--- src/rtl/wm_phase_timer_if.sv ---
`default_nettype none
// ============================================================================
// Module   : wm_phase_timer_if
// Purpose  : Request/status bundle between the washer control FSM and the
//            phase timer.
// Revision : 1.0
// ============================================================================
interface wm_phase_timer_if #(
    parameter int CNT_W = 16
);
    logic             prog_long;
    logic             run_wash;
    logic             run_spin;
    logic             fill_active;
    logic             drain_active;
    logic             pause;
    logic             fault_clr;
    logic             cycle_timeout;
    logic             spin_timeout;
    logic             fault;
    logic [1:0]       fault_code;
    logic             busy;
    logic [CNT_W-1:0] ticks_left;

    modport master (
        output prog_long, run_wash, run_spin, fill_active, drain_active,
               pause, fault_clr,
        input  cycle_timeout, spin_timeout, fault, fault_code, busy, ticks_left
    );

    modport slave (
        input  prog_long, run_wash, run_spin, fill_active, drain_active,
               pause, fault_clr,
        output cycle_timeout, spin_timeout, fault, fault_code, busy, ticks_left
    );
endinterface
`default_nettype wire

--- src/rtl/wm_phase_timer.sv ---
`default_nettype none
// ============================================================================
// Module   : wm_phase_timer
// Purpose  : Wash/spin phase timer with fill/drain watchdog and sticky fault.
// Revision : 1.0
// ============================================================================
module wm_phase_timer #(
    parameter int CNT_W       = 16,
    parameter int PRESCALE    = 10,
    parameter int WASH_SHORT  = 100,
    parameter int WASH_LONG   = 300,
    parameter int SPIN_TICKS  = 50,
    parameter int FILL_LIMIT  = 200,
    parameter int DRAIN_LIMIT = 150
) (
    input  wire             clk,
    input  wire             reset,
    wm_phase_timer_if.slave bus
);

    localparam int              PS_W     = (PRESCALE > 1) ? $clog2(PRESCALE) : 1;
    localparam logic [PS_W-1:0] PS_MAX   = PS_W'(PRESCALE - 1);
    localparam longint          MAX_LOAD = (longint'(1) << CNT_W) - 1;

    localparam logic [CNT_W-1:0] LD_WASH_S = CNT_W'(WASH_SHORT);
    localparam logic [CNT_W-1:0] LD_WASH_L = CNT_W'(WASH_LONG);
    localparam logic [CNT_W-1:0] LD_SPIN   = CNT_W'(SPIN_TICKS);
    localparam logic [CNT_W-1:0] LD_FILL   = CNT_W'(FILL_LIMIT);
    localparam logic [CNT_W-1:0] LD_DRAIN  = CNT_W'(DRAIN_LIMIT);

    generate
        if (longint'(WASH_SHORT) > MAX_LOAD || longint'(WASH_LONG) > MAX_LOAD ||
            longint'(SPIN_TICKS) > MAX_LOAD || longint'(FILL_LIMIT) > MAX_LOAD ||
            longint'(DRAIN_LIMIT) > MAX_LOAD) begin : g_load_range_err
            $error("wm_phase_timer: load value does not fit in CNT_W bits");
        end
        if (PRESCALE < 1) begin : g_prescale_err
            $error("wm_phase_timer: PRESCALE must be >= 1");
        end
    endgenerate

    typedef enum logic [2:0] {
        ST_IDLE      = 3'd0,
        ST_WASH      = 3'd1,
        ST_SPIN      = 3'd2,
        ST_FILL_WD   = 3'd3,
        ST_DRAIN_WD  = 3'd4,
        ST_WASH_DONE = 3'd5,
        ST_SPIN_DONE = 3'd6,
        ST_FAULT     = 3'd7
    } state_t;

    state_t           state_q, state_d;
    logic [CNT_W-1:0] cnt_q, cnt_d;
    logic [PS_W-1:0]  presc_q, presc_d;
    logic             cyc_to_q, cyc_to_d;
    logic             spin_to_q, spin_to_d;
    logic             fault_q, fault_d;
    logic [1:0]       code_q, code_d;

    logic             own_req;
    logic             tick;
    logic             expire;
    state_t           expire_state;
    logic [1:0]       expire_code;

    always_ff @(posedge clk or negedge reset) begin
        if (!reset) begin
            state_q   <= ST_IDLE;
            cnt_q     <= '0;
            presc_q   <= '0;
            cyc_to_q  <= 1'b0;
            spin_to_q <= 1'b0;
            fault_q   <= 1'b0;
            code_q    <= 2'b00;
        end else begin
            state_q   <= state_d;
            cnt_q     <= cnt_d;
            presc_q   <= presc_d;
            cyc_to_q  <= cyc_to_d;
            spin_to_q <= spin_to_d;
            fault_q   <= fault_d;
            code_q    <= code_d;
        end
    end

    always_comb begin
        own_req      = 1'b0;
        expire_state = ST_IDLE;
        expire_code  = 2'b00;
        case (state_q)
            ST_WASH:     begin own_req = bus.run_wash;     expire_state = ST_WASH_DONE; end
            ST_SPIN:     begin own_req = bus.run_spin;     expire_state = ST_SPIN_DONE; end
            ST_FILL_WD:  begin own_req = bus.fill_active;  expire_state = ST_FAULT; expire_code = 2'b01; end
            ST_DRAIN_WD: begin own_req = bus.drain_active; expire_state = ST_FAULT; expire_code = 2'b10; end
            default:     ;
        endcase

        tick = !bus.pause && (presc_q == PS_MAX);
        // A zero load expires on the first edge; otherwise the last tick does.
        expire = (cnt_q == '0) || (tick && (cnt_q == CNT_W'(1)));
    end

    always_comb begin
        state_d   = state_q;
        cnt_d     = cnt_q;
        presc_d   = presc_q;
        cyc_to_d  = cyc_to_q;
        spin_to_d = spin_to_q;
        fault_d   = fault_q;
        code_d    = code_q;

        case (state_q)
            ST_IDLE: begin
                presc_d = '0;
                cnt_d   = '0;
                if (bus.run_wash) begin
                    state_d = ST_WASH;
                    cnt_d   = bus.prog_long ? LD_WASH_L : LD_WASH_S;
                end else if (bus.run_spin) begin
                    state_d = ST_SPIN;
                    cnt_d   = LD_SPIN;
                end else if (bus.drain_active) begin
                    state_d = ST_DRAIN_WD;
                    cnt_d   = LD_DRAIN;
                end else if (bus.fill_active) begin
                    state_d = ST_FILL_WD;
                    cnt_d   = LD_FILL;
                end
            end

            ST_WASH, ST_SPIN, ST_FILL_WD, ST_DRAIN_WD: begin
                // Losing the request beats an expiry on the same edge.
                if (!own_req) begin
                    state_d = ST_IDLE;
                    cnt_d   = '0;
                    presc_d = '0;
                end else if (expire) begin
                    state_d   = expire_state;
                    cnt_d     = '0;
                    presc_d   = '0;
                    cyc_to_d  = (state_q == ST_WASH);
                    spin_to_d = (state_q == ST_SPIN);
                    if (expire_state == ST_FAULT) begin
                        fault_d = 1'b1;
                        code_d  = expire_code;
                    end
                end else if (!bus.pause) begin
                    if (tick) begin
                        presc_d = '0;
                        cnt_d   = cnt_q - CNT_W'(1);
                    end else begin
                        presc_d = presc_q + PS_W'(1);
                    end
                end
            end

            ST_WASH_DONE: begin
                if (!bus.run_wash) begin
                    state_d  = ST_IDLE;
                    cyc_to_d = 1'b0;
                end
            end

            ST_SPIN_DONE: begin
                if (!bus.run_spin) begin
                    state_d   = ST_IDLE;
                    spin_to_d = 1'b0;
                end
            end

            ST_FAULT: begin
                if (bus.fault_clr) begin
                    state_d = ST_IDLE;
                    fault_d = 1'b0;
                    code_d  = 2'b00;
                end
            end

            default: state_d = ST_IDLE;
        endcase
    end

    assign bus.cycle_timeout = cyc_to_q;
    assign bus.spin_timeout  = spin_to_q;
    assign bus.fault         = fault_q;
    assign bus.fault_code    = code_q;
    assign bus.busy          = (state_q != ST_IDLE) && (state_q != ST_FAULT);
    assign bus.ticks_left    = cnt_q;

endmodule
`default_nettype wire

--- src/flat_wrapper.sv ---
// flat-port wrapper written by rule: the top's interface ports become plain ports
module wm_phase_timer_flat 
#(
    parameter int CNT_W       = 16,
    parameter int PRESCALE    = 10,
    parameter int WASH_SHORT  = 100,
    parameter int WASH_LONG   = 300,
    parameter int SPIN_TICKS  = 50,
    parameter int FILL_LIMIT  = 200,
    parameter int DRAIN_LIMIT = 150
)
  (clk, reset, bus_prog_long, bus_run_wash, bus_run_spin, bus_fill_active, bus_drain_active, bus_pause, bus_fault_clr, bus_cycle_timeout, bus_spin_timeout, bus_fault, bus_fault_code, bus_busy, bus_ticks_left);
  wm_phase_timer_if #(.CNT_W(CNT_W)) bus_i ();
  input  wire clk;
  input  wire reset;
  input wire logic [$bits(bus_i.prog_long)-1:0] bus_prog_long;
  input wire logic [$bits(bus_i.run_wash)-1:0] bus_run_wash;
  input wire logic [$bits(bus_i.run_spin)-1:0] bus_run_spin;
  input wire logic [$bits(bus_i.fill_active)-1:0] bus_fill_active;
  input wire logic [$bits(bus_i.drain_active)-1:0] bus_drain_active;
  input wire logic [$bits(bus_i.pause)-1:0] bus_pause;
  input wire logic [$bits(bus_i.fault_clr)-1:0] bus_fault_clr;
  output wire logic [$bits(bus_i.cycle_timeout)-1:0] bus_cycle_timeout;
  output wire logic [$bits(bus_i.spin_timeout)-1:0] bus_spin_timeout;
  output wire logic [$bits(bus_i.fault)-1:0] bus_fault;
  output wire logic [$bits(bus_i.fault_code)-1:0] bus_fault_code;
  output wire logic [$bits(bus_i.busy)-1:0] bus_busy;
  output wire logic [$bits(bus_i.ticks_left)-1:0] bus_ticks_left;
  assign bus_i.prog_long = bus_prog_long;
  assign bus_i.run_wash = bus_run_wash;
  assign bus_i.run_spin = bus_run_spin;
  assign bus_i.fill_active = bus_fill_active;
  assign bus_i.drain_active = bus_drain_active;
  assign bus_i.pause = bus_pause;
  assign bus_i.fault_clr = bus_fault_clr;
  assign bus_cycle_timeout = bus_i.cycle_timeout;
  assign bus_spin_timeout = bus_i.spin_timeout;
  assign bus_fault = bus_i.fault;
  assign bus_fault_code = bus_i.fault_code;
  assign bus_busy = bus_i.busy;
  assign bus_ticks_left = bus_i.ticks_left;
  wm_phase_timer #(.CNT_W(CNT_W), .PRESCALE(PRESCALE), .WASH_SHORT(WASH_SHORT), .WASH_LONG(WASH_LONG), .SPIN_TICKS(SPIN_TICKS), .FILL_LIMIT(FILL_LIMIT), .DRAIN_LIMIT(DRAIN_LIMIT)) u_core (.clk(clk), .reset(reset), .bus(bus_i));
endmodule
--- config.mk ---
export PLATFORM = sky130hd
export DESIGN_NAME = wm_phase_timer_flat
export DESIGN_NICKNAME = d
export VERILOG_FILES = /design/src/rtl/wm_phase_timer_if.sv /design/src/rtl/wm_phase_timer.sv /design/src/flat_wrapper.sv
export SDC_FILE = /design/constraint.sdc
export NUM_CORES = 1
export LEC_CHECK = 0
export CAP_MARGIN = 20
export CORE_MARGIN = 2
export CORE_UTILIZATION = 50
export CTS_BUF_LIST = sky130_fd_sc_hd__clkbuf_8
export DETAILED_ROUTE_END_ITERATION = 8
export GPL_ROUTABILITY_DRIVEN = 0
export GPL_TIMING_DRIVEN = 0
export PLACE_DENSITY = 0.87
export SYNTH_ARGS = -nofsm -noshare
export SYNTH_HDL_FRONTEND = slang
export SYNTH_SLANG_ARGS = --single-unit
export TNS_END_PERCENT = 10
--- constraint.sdc ---
create_clock -name clk -period 2.2 [get_ports clk]
set_input_delay 0.33 -clock clk [delete_from_list [all_inputs] [get_ports clk]]
set_output_delay 0.33 -clock clk [all_outputs]
set_load 0.02 [all_outputs]
-- Yosys cells after proc, flatten, opt, wreduce, memory -nomap -nowiden
Index checks and enable logic that the tools add are counted.
- eq/ne operators: 21
- add/subtract/negate cells: 2
- reduce and logical (&&, ||, !) cells: 20
- muxes and demuxes: 46
- operator list (operator ; number):
    $mux 16 ; 7
    $pmux 16 s2 ; 1
    $mux 3 ; 9
    $eq 16x1->1 const B ; 1
    $logic_not 16->1 ; 1
    $mux 4 ; 4
    $sub 16x1->16 const B ; 1
    $eq 3x3->1 const B ; 5
    $pmux 3 s5 ; 1
    $mux 1 ; 10
    $reduce_and 5->1 ; 2
    $mux 9 ; 1
    $pmux 3 s3 ; 1
    $mux 2 ; 4
    $mux 8 ; 1
    $ne 4x4->1 const B ; 2
    $pmux 2 s2 ; 2
    $pmux 4 s2 ; 1
    $reduce_and 4->1 ; 2
    $reduce_bool 2->1 ; 4
    $eq 3x2->1 const B ; 2
    $ne 2x1->1 const B ; 3
    $ne 2x2->1 const B ; 3
    $ne 3x3->1 const B ; 2
    15 further kinds ; 19
- output and inout bits: 22
- input bits: 9
- word-level logic and storage cells: 96
- flip-flop bits (word level): 28

-- Depth between registers and ports, before layout
Gate-level depths: netlist (run 1).
- depth after elaboration: 8
- gate-level depth with buffers: 9
- gate-level depth less buffers: 7

-- Worst setup path after synthesis (run 1)
OpenSTA, ideal clock, no wires.
- kind: register -> register
- start point: register u_core.cnt_q[2], in the netlist u_core.bus.ticks_left[2]
- end point: register u_core.cnt_q[8], in the netlist u_core.bus.ticks_left[8]
- library setup time: 0.143 ns
- arrival: 2.286 ns
- stages on the path, launching flop included: 8
- setup slack: -0.229 ns
- required time: 2.057 ns
- cells stage by stage: dfrtp_1 -> buf_6 -> or4_4 -> or3_4 -> o32a_4 -> buf_6 -> o221ai_1 -> a22oi_1
- cells in the longest elaborated chain, start to end: 6
- elaborated cells between the ends (all ways): 13
- those cells by class: add/sub: 1; eq/ne: 3; mux: 5; reduce/logical: 4
- ends and longest elaborated chain (element ; RTL line ; source):
    from (decl) ; wm_phase_timer.sv:54 ; logic [CNT_W-1:0] cnt_q, cnt_d;
    from (signal assigned) ; wm_phase_timer.sv:78 ; cnt_q <= cnt_d;
    $sub 16x1->16 or $eq 16x1->1 (tied branches) ; wm_phase_timer.sv:151, wm_phase_timer.sv:101 ;
    $mux 16 or $logic_and 1x1->1 (tied branches) ; wm_phase_timer.sv:149, wm_phase_timer.sv:101 ;
    $mux 16 or $logic_or 1x1->1 (tied branches) ; wm_phase_timer.sv:148, wm_phase_timer.sv:101 ;
    $mux 16 ; wm_phase_timer.sv:138 ; end else if (expire) begin
    $mux 16 ; wm_phase_timer.sv:134 ; if (!own_req) begin
    $pmux 16 s2 ; wm_phase_timer.sv:113 ; case (state_q)
Several ways; a longest one is shown, not always the timed one. The select of a mux whose other input is x is not followed.
A chain may end at the register's enable or synchronous reset.

-- Worst setup path in the final report (run 1)
- start point: register u_core.cnt_q[2], in the netlist u_core.bus.ticks_left[2]
- end point: register u_core.state_q[0]
- cells in the longest elaborated chain, start to end: 5
- elaborated cells between the ends (all ways): 6
- those cells by class: eq/ne: 2; reduce/logical: 4
- ends and longest elaborated chain (element ; RTL line ; source):
    $eq 16x1->1 ; wm_phase_timer.sv:101 ; expire = (cnt_q == '0) || (tick && (cnt_q == CNT_W'(1)));
    $logic_and 1x1->1 ; wm_phase_timer.sv:101 ;
    $logic_or 1x1->1 * ; wm_phase_timer.sv:101 ;
    $ne 3x3->1 (no line) * ; -- ;
    $reduce_and 5->1 (no line) * ; -- ;
    to (signal assigned) ; wm_phase_timer.sv:77 ; state_q <= state_d;
    to (decl) ; wm_phase_timer.sv:53 ; state_t state_q, state_d;
Mark *: on every way between the ends. The rest lies on a longest branch, timed or not.

==> results of run 1 <==
-- report_power, final --
group	total [mW]	internal [mW]	switching (mW)
clock	0.424	0.244	0.180
combinational	2.11	0.911	1.20
sequential	0.815	0.643	0.171
total	3.35	1.80	1.55
-- flip-flops by register name, summed over array words and instances (netlist names) --
name                      cells
u_core.bus.cycle_timeout      1
u_core.bus.fault              1
u_core.bus.fault_code         2
u_core.bus.spin_timeout       1
u_core.bus.ticks_left        16
u_core.presc_q                4
u_core.state_q                3
-- cells by family after synthesis --
group	count (synthesis)
mux	1
flops	28
buf+inv	25
simple gates	77
fa+ha+maj	5
compound gates	87
-- routing by layer --
| metal | GRT usage | up-vias |
|---|---|---|
| met3 | 0.0270 | 23 |
| li1 | - | 948 |
| met2 | 0.461 | 117 |
| met4 | 0.122 | 0 |
| met5 | 0 | - |
| met1 | 0.356 | 995 |
-- final cells by class --
type / count / area share
Buffer: 10 / 0.0262
Multi-Input combinational cell: 170 / 0.476
Clock buffer: 3 / 0.0160
Inverter: 13 / 0.0189
Tap cell: 48 / 0.0233
Sequential cell: 28 / 0.274
Clock inverter: 1 / 0.0117
Timing Repair Buffer: 40 / 0.153
-- cell usage in the layout, fill, tap and decap left out, types with 5 or more instances in the layout --
cell             synthesis  routed
inv_1                   13      13
a22oi_1                  5       5
nor2_1                  11      11
a31oi_1                  9       9
clkdlybuf4s50_1          0      28
buf_4                    0       9
nor3_1                   9       8
nor4_1                   6       6
ha_1                     5       5
o21ai_0                 21      13
nand2_1                 18      17
a21oi_1                 15      10
nand3_1                  6       6
o21ai_1                  0       7
dfrtp_1                 28      24
-- final timing paths --
| kind | startpoint | to | cells past startpoint |
|---|---|---|---|
| worst max register to register | u_core.bus.ticks_left[2]$_DFFE_PN0P_ | u_core.state_q[0]$_DFFE_PN0P_ | 6 |
| worst min register to register | u_core.bus.ticks_left[14]$_DFFE_PN0P_ | u_core.bus.ticks_left[14]$_DFFE_PN0P_ | 1 |
| worst max-delay path | u_core.bus.ticks_left[2]$_DFFE_PN0P_ | u_core.state_q[0]$_DFFE_PN0P_ | 6 |
| max in group asynchronous | reset | u_core.bus.ticks_left[5]$_DFFE_PN0P_ | 2 |
| min in group clk | u_core.bus.ticks_left[14]$_DFFE_PN0P_ | u_core.bus.ticks_left[14]$_DFFE_PN0P_ | 1 |
| worst min-delay path | reset | u_core.bus.ticks_left[13]$_DFFE_PN0P_ | 1 |
-- stage by stage --
stage / hold slack, ns / instance area, sq um / instances
6_report: 0.445 / 2580 / 313
5_1_grt: 0.488 / 2580 / 313
4_1_cts: 0.471 / 2520 / 310
3_5_place_dp: 0.504 / 2350 / 301
3_3_place_gp: 0.500 / 2330 / 300
2_1_floorplan: 0.0344 / 1980 / 223
-- repair_timing --
item	in CTS	in global routing
setup buffers	7	3
setup endpoints to repair	29	29
resized for setup	20	11
pin swaps	8	3
-- worst max-delay path, delay by kind of cell (launching register included) --
family | cells | cell delay [ns]
buf+inv | 1 | 0.14
flops | 1 | 0.42
compound gates | 2 | 0.71
simple gates | 3 | 1.00
==> metrics, run 1 <==
status finished, violations left; failing checks setup timing; share of the synthesized area in the top cell type 0.359; max-cap viol count 0; core box area 0.00372 sq mm; drt total wl 5670 microns; Slew HR 0.543; RSZ-0062 raised after global routing true; vias after detailed routing 2083; Synth Area in XOR/XNOR 0; CTS tree done; # port buffers 29; final-report setup violation count 28; worst hold path type in -> async; fmax 420 MHz; Clk Latency, worst-skew pair 0.29 ns; Synthesized Nets 237; Leak 1.03 nW; met3 WL 319 microns; flops & latches, synth 28; Total Power 3.35 mW; number of CTS-inserted buffers 3; Avg WL per Cell 18.1 microns; clock root buffer clkbuf_8; crit path kind reg -> reg; Crit-path slowest cell or4_4; Detailed Place HPWL 3670 microns; wire length of the first global-routing pass 9430 microns; clock slew at reported path FFs 0.10 ns; Critical Path RT 2.38 ns; Primary FF master, synth dfrtp_1; mapped cell area 0.00195 sq mm; M1 WL 2350 microns; Max Buffers Root-to-Sink 2; critical path cell sequence buf_6 > or4_4 > or3_4 > o32ai_4 > nand2b_1 > a211o_1; fin nets 280; Multi-input gate area 0.00123 sq mm; Initial Util 0.526; Worst setup EP type register; final setup margin -0.180 ns; Setup Skew 0.00311 ns; # fillers 269; initial DRC count 269; post-synthesis simple-gate area fraction 0.220; pre-CTS WS -0.733 ns; Final Core Density 0.693; largest cells by area after synthesis dfrtp_1 (36%), o21ai_0 (5.4%), a21oi_1 (3.8%), nand2_1 (3.5%), ha_1 (3.2%); drc violations 0; Vias/cell 6.65; VDD IR max 702 uV; gr usage total 0.274; Synth Instances 223; Async S/R FF share, synth 1.00; grt total ovfl 0; storage element area 706 sq um; initial antenna violation count 0; # IOs 31; mux contribution to synthesized area 0.00577; largest net degree at the start of global routing 17; setup_tns -2.88 ns; met2 routed wirelength 2810 microns; Die Wd 66.5 microns; Post-synth EDFFs 0; Warnings, synthesis 0; top cells by count, synth dfrtp_1 (28), o21ai_0 (21), nand2_1 (18), a21oi_1 (15), inv_1 (13); Final Hold Fails 0; R2R Setup Slk -0.18 ns; Post-DRT Antenna Nets 0; H-tree depth 1; Post-Synth Adder-Cell Area 0.0320; count of cell types in the netlist 51; Slew @ Worst Pin 0.683 ns; Area Growth Syn to Fin 31.9%; die area 0.00442 sq mm; number of cell rows 22; post-synthesis compound-gate area fraction 0.327; Slowest Stage Delay on Critical Path 0.45 ns; largest family of logic cells by synthesized area compound AO/OA/AOI/OAI gates; Antenna diodes 0; layout cell share with drive strength beyond 1 0.192; Avg Cell Area, Syn 8.76 sq um; First-pass DRT Iterations 5; highest metal layer with signal wires met4; most common cell in the netlist dfrtp_1; Synth area leader dfrtp_1; CP startpoint kind register; sequential fraction of the synthesis area 0.359; Slew Limit Fails 0; PwrDens 1300 mW/mm^2; quantity of hold-fixing buffers added after cts 0; Critical Path Fanout Max 10; Worst Path Arrival 2.56 ns; # clock sinks 28; final worst path period need 2.38 ns; number of global-route vias before repair 1992; Die H 66.5 microns; period utilization 1.08
Power figures use the tool's default switching activity.
==> inputs of run 2 (changes only) <==
==> constraint.sdc (replaced) <==
create_clock -name clk -period 2.2 [get_ports clk]
set_input_delay 0.33 -clock clk [delete_from_list [all_inputs] [get_ports clk]]
set_output_delay 0.33 -clock clk [all_outputs]
set_load 0.01 [all_outputs]
==> run 2 against run 1 <==
Against the previous run: the flow still finishes with violations (setup timing); wire length is 2.1% higher; clock power up 1%; clock-buffer cell count stayed put; setup slack got worse by 0.020 ns; highest routed layer unchanged; via count decreased by 1.2%; die area unchanged; sequential share of layout area fell by 0.37 points; maximum frequency down 0.84%; total power is 1.6% higher; critical path depth unchanged; combinational power up 3%; sequential power is 1% lower.
==> metrics, run 2 (synthesis gave the netlist of run 1 again) <==
status finished, violations left (unchanged); failing checks setup timing (unchanged); layout cell share with drive strength beyond 1 0.192 (unchanged); Max Buffers Root-to-Sink 2 (unchanged); Critical Path Fanout Max 5 (was 10); Detailed Place HPWL 3710 microns (was 3670 microns); RSZ-0062 raised after global routing true (unchanged); Finished Layout Cells 313 (unchanged); # fillers 285 (was 269); PwrDens 1310 mW/mm^2 (was 1300 mW/mm^2); Post-DRT Antenna Nets 0 (unchanged); Avg WL per Cell 18.5 microns (was 18.1 microns); Slew HR 0.599 (was 0.543); fin nets 280 (unchanged); number of global-route vias before repair 1899 (was 1992); worst hold path type in -> async (unchanged); crit path kind reg -> reg (unchanged); vias after detailed routing 2057 (was 2083); clock slew at reported path FFs 0.11 ns (was 0.10 ns); placed cell count 301 (unchanged); # IOs 31 (unchanged); final-report setup violation count 26 (was 28); Slowest Stage Delay on Critical Path 0.56 ns (was 0.45 ns); die area 0.00442 sq mm (unchanged); number of cell rows 22 (unchanged); drc violations 0 (unchanged); final hold slack 0.386 ns (was 0.445 ns); initial DRC count 294 (was 269); Clk Latency, worst-skew pair 0.30 ns (was 0.29 ns); Initial Util 0.526 (unchanged); core box area 0.00372 sq mm (unchanged); Worst setup EP type register (unchanged); First-pass DRT Iterations 5 (unchanged); clock root buffer clkbuf_8 (unchanged); wire length of the first global-routing pass 9120 microns (was 9430 microns); # clock sinks 28 (unchanged); Final Hold Fails 0 (unchanged); largest net degree at the start of global routing 20 (was 17); Die Wd 66.5 microns (unchanged); gr usage total 0.273 (was 0.274); H-tree depth 1 (unchanged); initial antenna violation count 0 (unchanged); worst path bufs/invs 1 (unchanged); max-cap viol count 0 (unchanged); Die H 66.5 microns (unchanged); Area Growth Syn to Fin 33.2% (was 31.9%); grt total ovfl 0 (unchanged); number of CTS-inserted buffers 3 (unchanged); CP startpoint kind register (unchanged); most used cells in the layout excluding fill and tap cells clkdlybuf4s50_1 (28), dfrtp_1 (26), nand2_1 (17) (was clkdlybuf4s50_1 (28), dfrtp_1 (24), nand2_1 (17)); Vias/cell 6.57 (was 6.65); Antenna diodes 0 (unchanged); period utilization 1.09 (was 1.08); max FFs per register 16 (unchanged); critical path cell sequence or4_4 > or3_4 > o32a_4 > buf_8 > o221ai_2 > a22oi_1 (was buf_6 > or4_4 > or3_4 > o32ai_4 > nand2b_1 > a211o_1); commonest non-fill, non-tap cell in the layout clkdlybuf4s50_1 (unchanged); Worst Path Arrival 2.57 ns (was 2.56 ns); Critical Path RT 2.37 ns (was 2.38 ns); # port buffers 29 (unchanged); final worst path period need 2.40 ns (was 2.38 ns); VDD IR max 891 uV (was 702 uV); pre-CTS WS -0.705 ns (was -0.733 ns); final setup margin -0.200 ns (was -0.180 ns); Crit path max-delay family simple AND/OR/NAND/NOR gates (unchanged); Crit-path slowest cell or4_4 (unchanged); drt total wl 5790 microns (was 5670 microns); CTS tree done (unchanged); Setup Skew 0.0105 ns (was 0.00311 ns); Leak 1.04 nW (was 1.03 nW); Slew @ Worst Pin 0.595 ns (was 0.683 ns); fmax 417 MHz (was 420 MHz); Slew Limit Fails 0 (unchanged)
-- run 2: cell types whose count changed in the layout (fill, tap and decap cells not counted), sizes merged --
cell / change
dlymetal6s2s: +1
dlygate4sd2: -1
-- run 2: worst reg2reg max path: cells and delay by family, from the launching register on --
kind            cells  cell delay (ns)
buf+inv             1             0.16
flops               1             0.44
compound gates      3             0.71
simple gates        2             0.96
-- run 2: timing repair --
| item | CTS | global route |
|---|---|---|
| buffers inserted | 8 | 1 |
| gates cloned | 1 | 0 |
| endpoints found under the hold margin | 0 | 0 |
| pin swaps | 5 | 8 |
| setup endpoints to repair | 29 | 29 |
| hold buffers | 0 | 0 |
| resized for setup | 17 | 22 |
-- run 2: area by class of cell --
class	instances	area, sq um	share of cell area
clock inverters	1	30.0	0.0115
repair buffers	40	415	0.160
multi-input cells	170	1240	0.477
plain buffers	10	61.3	0.0236
well taps	48	60.1	0.0231
inverters	13	48.8	0.0187
clock buffers	3	41.3	0.0159
flip-flops and latches	28	703	0.270
-- run 2: routing by layer --
layer / up-vias / wire length, microns / GRT usage
li1: 947 / - / -
met1: 971 / 2410 / 0.367
met2: 119 / 2740 / 0.426
met3: 20 / 477 / 0.0473
met4: 0 / 162 / 0.130
met5: - / 0 / 0
-- run 2: power breakdown --
part,switching (mW),leakage (nW),internal (mW)
clock network,0.185,0.0357,0.245
registers,0.165,0.358,0.640
logic,1.18,0.648,0.983
total,1.53,1.04,1.87
-- run 2: final timing paths --
path	from	end	slack, ns	depth (start not counted)
max	u_core.bus.ticks_left[5]$_DFFE_PN0P_	u_core.bus.ticks_left[8]$_DFFE_PN0P_	-0.20	6
min	reset	u_core.presc_q[1]$_DFFE_PN0P_	0.39	1
max reg2reg	u_core.bus.ticks_left[5]$_DFFE_PN0P_	u_core.bus.ticks_left[8]$_DFFE_PN0P_	-0.20	6
min reg2reg	u_core.bus.ticks_left[13]$_DFFE_PN0P_	u_core.bus.ticks_left[13]$_DFFE_PN0P_	0.52	1
max in group asynchronous	reset	u_core.bus.fault$_DFFE_PN0P_	1.31	2
min in group clk	u_core.bus.ticks_left[13]$_DFFE_PN0P_	u_core.bus.ticks_left[13]$_DFFE_PN0P_	0.52	1
-- run 2: per-stage QoR --
step           utilization  total power, mW  cell area, sq um  setup TNS (ns)
2_1_floorplan            -             1.96              1960           -2.21
3_3_place_gp         0.621             2.43              2310          -15.24
6_report             0.700             3.40              2600           -3.12
3_5_place_dp         0.629             2.49              2340          -15.73
4_1_cts              0.682             3.19              2530           -3.58
5_1_grt              0.700             3.61              2600           -4.42
==> inputs of run 3 (changes only) <==
Settings changed: CORE_UTILIZATION 50 to 54, DONT_BUFFER_PORTS set to 1, PLACE_DENSITY 0.87 to 0.81.
==> run 3 against run 2 <==
Against the previous run: the flow still finishes with violations (setup timing); largest power group unchanged; maximum frequency fell by 1.9%; register-to-register slack lost 0.05 ns; critical endpoint is now u_core.bus.cycle_timeout$_DFFE_PN0P_; sequential power increased by 5.5%; critical path depth up 1.
==> metrics, run 3 (synthesis gave the netlist of run 1 again) <==
Clk Latency, worst-skew pair 0.28 ns (was 0.30 ns); wire length of the first global-routing pass 9290 microns (was 9120 microns); R2R Setup Slk -0.25 ns (was -0.20 ns); Vias/cell 6.80 (was 6.57); internal power 1.63 mW (was 1.87 mW); max FFs per register 16 (unchanged); core box area 0.00342 sq mm (was 0.00372 sq mm); Post-DRT Antenna Nets 0 (unchanged); Antenna diodes 0 (unchanged); pre-CTS WS -0.381 ns (was -0.705 ns); die area 0.00411 sq mm (was 0.00442 sq mm); initial antenna violation count 0 (unchanged); # port buffers 0 (was 29); switching power 1.44 mW (was 1.53 mW); number of cell rows 21 (was 22); Worst Path Arrival 2.60 ns (was 2.57 ns); initial DRC count 122 (was 294); Detailed Place HPWL 3560 microns (was 3710 microns); vias after detailed routing 1937 (was 2057); placed cell count 269 (was 301); post-route cell area 0.00232 sq mm (was 0.00260 sq mm); clock root buffer clkbuf_8 (unchanged); most used cells in the layout excluding fill and tap cells dfrtp_1 (27), nand2_1 (17), o21ai_0 (14) (was clkdlybuf4s50_1 (28), dfrtp_1 (26), nand2_1 (17)); number of global-route vias before repair 1860 (was 1899); Critical Path RT 2.35 ns (was 2.37 ns); status finished, violations left (unchanged); Total Power 3.07 mW (was 3.40 mW); First-pass DRT Iterations 4 (was 5); power share of the combinational group 0.630 (was 0.637); register share of total power 0.276 (was 0.237); H-tree depth 1 (unchanged); VDD IR max 747 uV (was 891 uV); Die H 64.1 microns (was 66.5 microns); Leak 0.932 nW (was 1.04 nW); number of CTS-inserted buffers 3 (unchanged); clock slew at reported path FFs 0.10 ns (was 0.11 ns); sw frac 0.469 (was 0.451); drt total wl 5470 microns (was 5790 microns); gr usage total 0.286 (was 0.273); RSZ-0062 raised after global routing true (unchanged); # clock sinks 28 (unchanged); setup_tns -3.81 ns (was -3.12 ns); Avg WL per Cell 19.2 microns (was 18.5 microns); worst hold path type in -> reg (was in -> async); Worst setup EP type register (unchanged); fin nets 255 (was 280); final-report setup violation count 27 (was 26); layout cell share with drive strength beyond 1 0.205 (was 0.192); Placement Cell Area 0.00202 sq mm (was 0.00234 sq mm); fmax 409 MHz (was 417 MHz); Area Growth Syn to Fin 18.6% (was 33.2%); failing checks setup timing (unchanged); Finished Layout Cells 285 (was 313); Slew @ Worst Pin 0.633 ns (was 0.595 ns); drc violations 0 (unchanged); final setup margin -0.247 ns (was -0.200 ns); CTS tree done (unchanged); Slew Limit Fails 0 (unchanged); Die Wd 64.1 microns (was 66.5 microns); period utilization 1.11 (was 1.09); Initial Util 0.572 (was 0.526); largest net degree at the start of global routing 29 (was 20); Slew HR 0.574 (was 0.599); Final Hold Fails 0 (unchanged); grt total ovfl 0 (unchanged); max-cap viol count 0 (unchanged); CP startpoint kind register (unchanged); Critical Path Fanout Max 4 (was 5); # IOs 31 (unchanged); PwrDens 1330 mW/mm^2 (was 1310 mW/mm^2); final worst path period need 2.45 ns (was 2.40 ns); crit path kind reg -> reg (unchanged); Setup Skew 0.00727 ns (was 0.0105 ns); Max Buffers Root-to-Sink 2 (unchanged); commonest non-fill, non-tap cell in the layout dfrtp_1 (was clkdlybuf4s50_1); clock share of power 0.094 (was 0.126)
-- run 3: cell types whose count changed in the layout (fill, tap and decap cells not counted), sizes merged --
cell / delta
clkdlybuf4s50: -28
bufinv: -1
buf: +2
dlymetal6s2s: -1
clkbuf: +1
dlygate4sd3: +1
-- run 3: per-stage QoR --
step | hold WS (ns) | util
after floorplan | 0.0344 | -
after global placement | 0.0352 | 0.590
after detailed placement | 0.0351 | 0.590
after CTS | 0.159 | 0.659
after global routing | 0.178 | 0.678
final | 0.162 | 0.678
-- run 3: repair_timing --
item                                    CTS  global route
pin swaps                                12             3
resized for setup                        23            14
endpoints found under the setup margin   28            29
gates cloned                              1             0
setup buffers                            10             1
hold endpoints to repair                 28             0
hold buffers                              2             0
-- run 3: metal layers --
metal	global-route usage	wire length [microns]	up-vias
li1	-	-	894
met1	0.385	2310	933
met2	0.457	2620	94
met3	0.0511	411	16
met4	0.112	129	0
met5	0	0	-
-- run 3: power by group through the flow --
stage | Clock [mW] | Sequential [mW] | Combinational (mW)
floorplan | 0 | 0.796 | 1.16
global placement | 0 | 0.840 | 1.40
detailed placement | 0 | 0.849 | 1.43
CTS | 0.291 | 0.840 | 1.82
global route | 0.311 | 0.875 | 2.11
finish | 0.289 | 0.849 | 1.94
-- run 3: worst max-delay path: stages (launching register included) --
cell	delay [ns]
dfrtp_1	0.43
buf_6	0.14
or4_4	0.49
or3_4	0.39
buf_4	0.16
or4_4	0.45
a211oi_2	0.19
a211oi_1	0.06
-- run 3: cell type report --
class	instances	area, sq um
plain buffers	11	70.1
fillers	268	1100
inverters	13	48.8
multi-input cells	170	1260
repair buffers	14	140
clock buffers	3	41.3
well taps	46	57.6
flip-flops and latches	28	702
-- run 3: path summary, 6_finish.rpt --
check | from | cells past startpoint | endpoint
max | u_core.bus.ticks_left[2]$_DFFE_PN0P_ | 7 | u_core.bus.cycle_timeout$_DFFE_PN0P_
min | bus_pause | 1 | u_core.presc_q[1]$_DFFE_PN0P_
max reg2reg | u_core.bus.ticks_left[2]$_DFFE_PN0P_ | 7 | u_core.bus.cycle_timeout$_DFFE_PN0P_
min reg2reg | u_core.bus.ticks_left[13]$_DFFE_PN0P_ | 1 | u_core.bus.ticks_left[13]$_DFFE_PN0P_
max in group asynchronous | reset | 2 | u_core.bus.ticks_left[4]$_DFFE_PN0P_
min in group asynchronous | reset | 2 | u_core.bus.ticks_left[9]$_DFFE_PN0P_
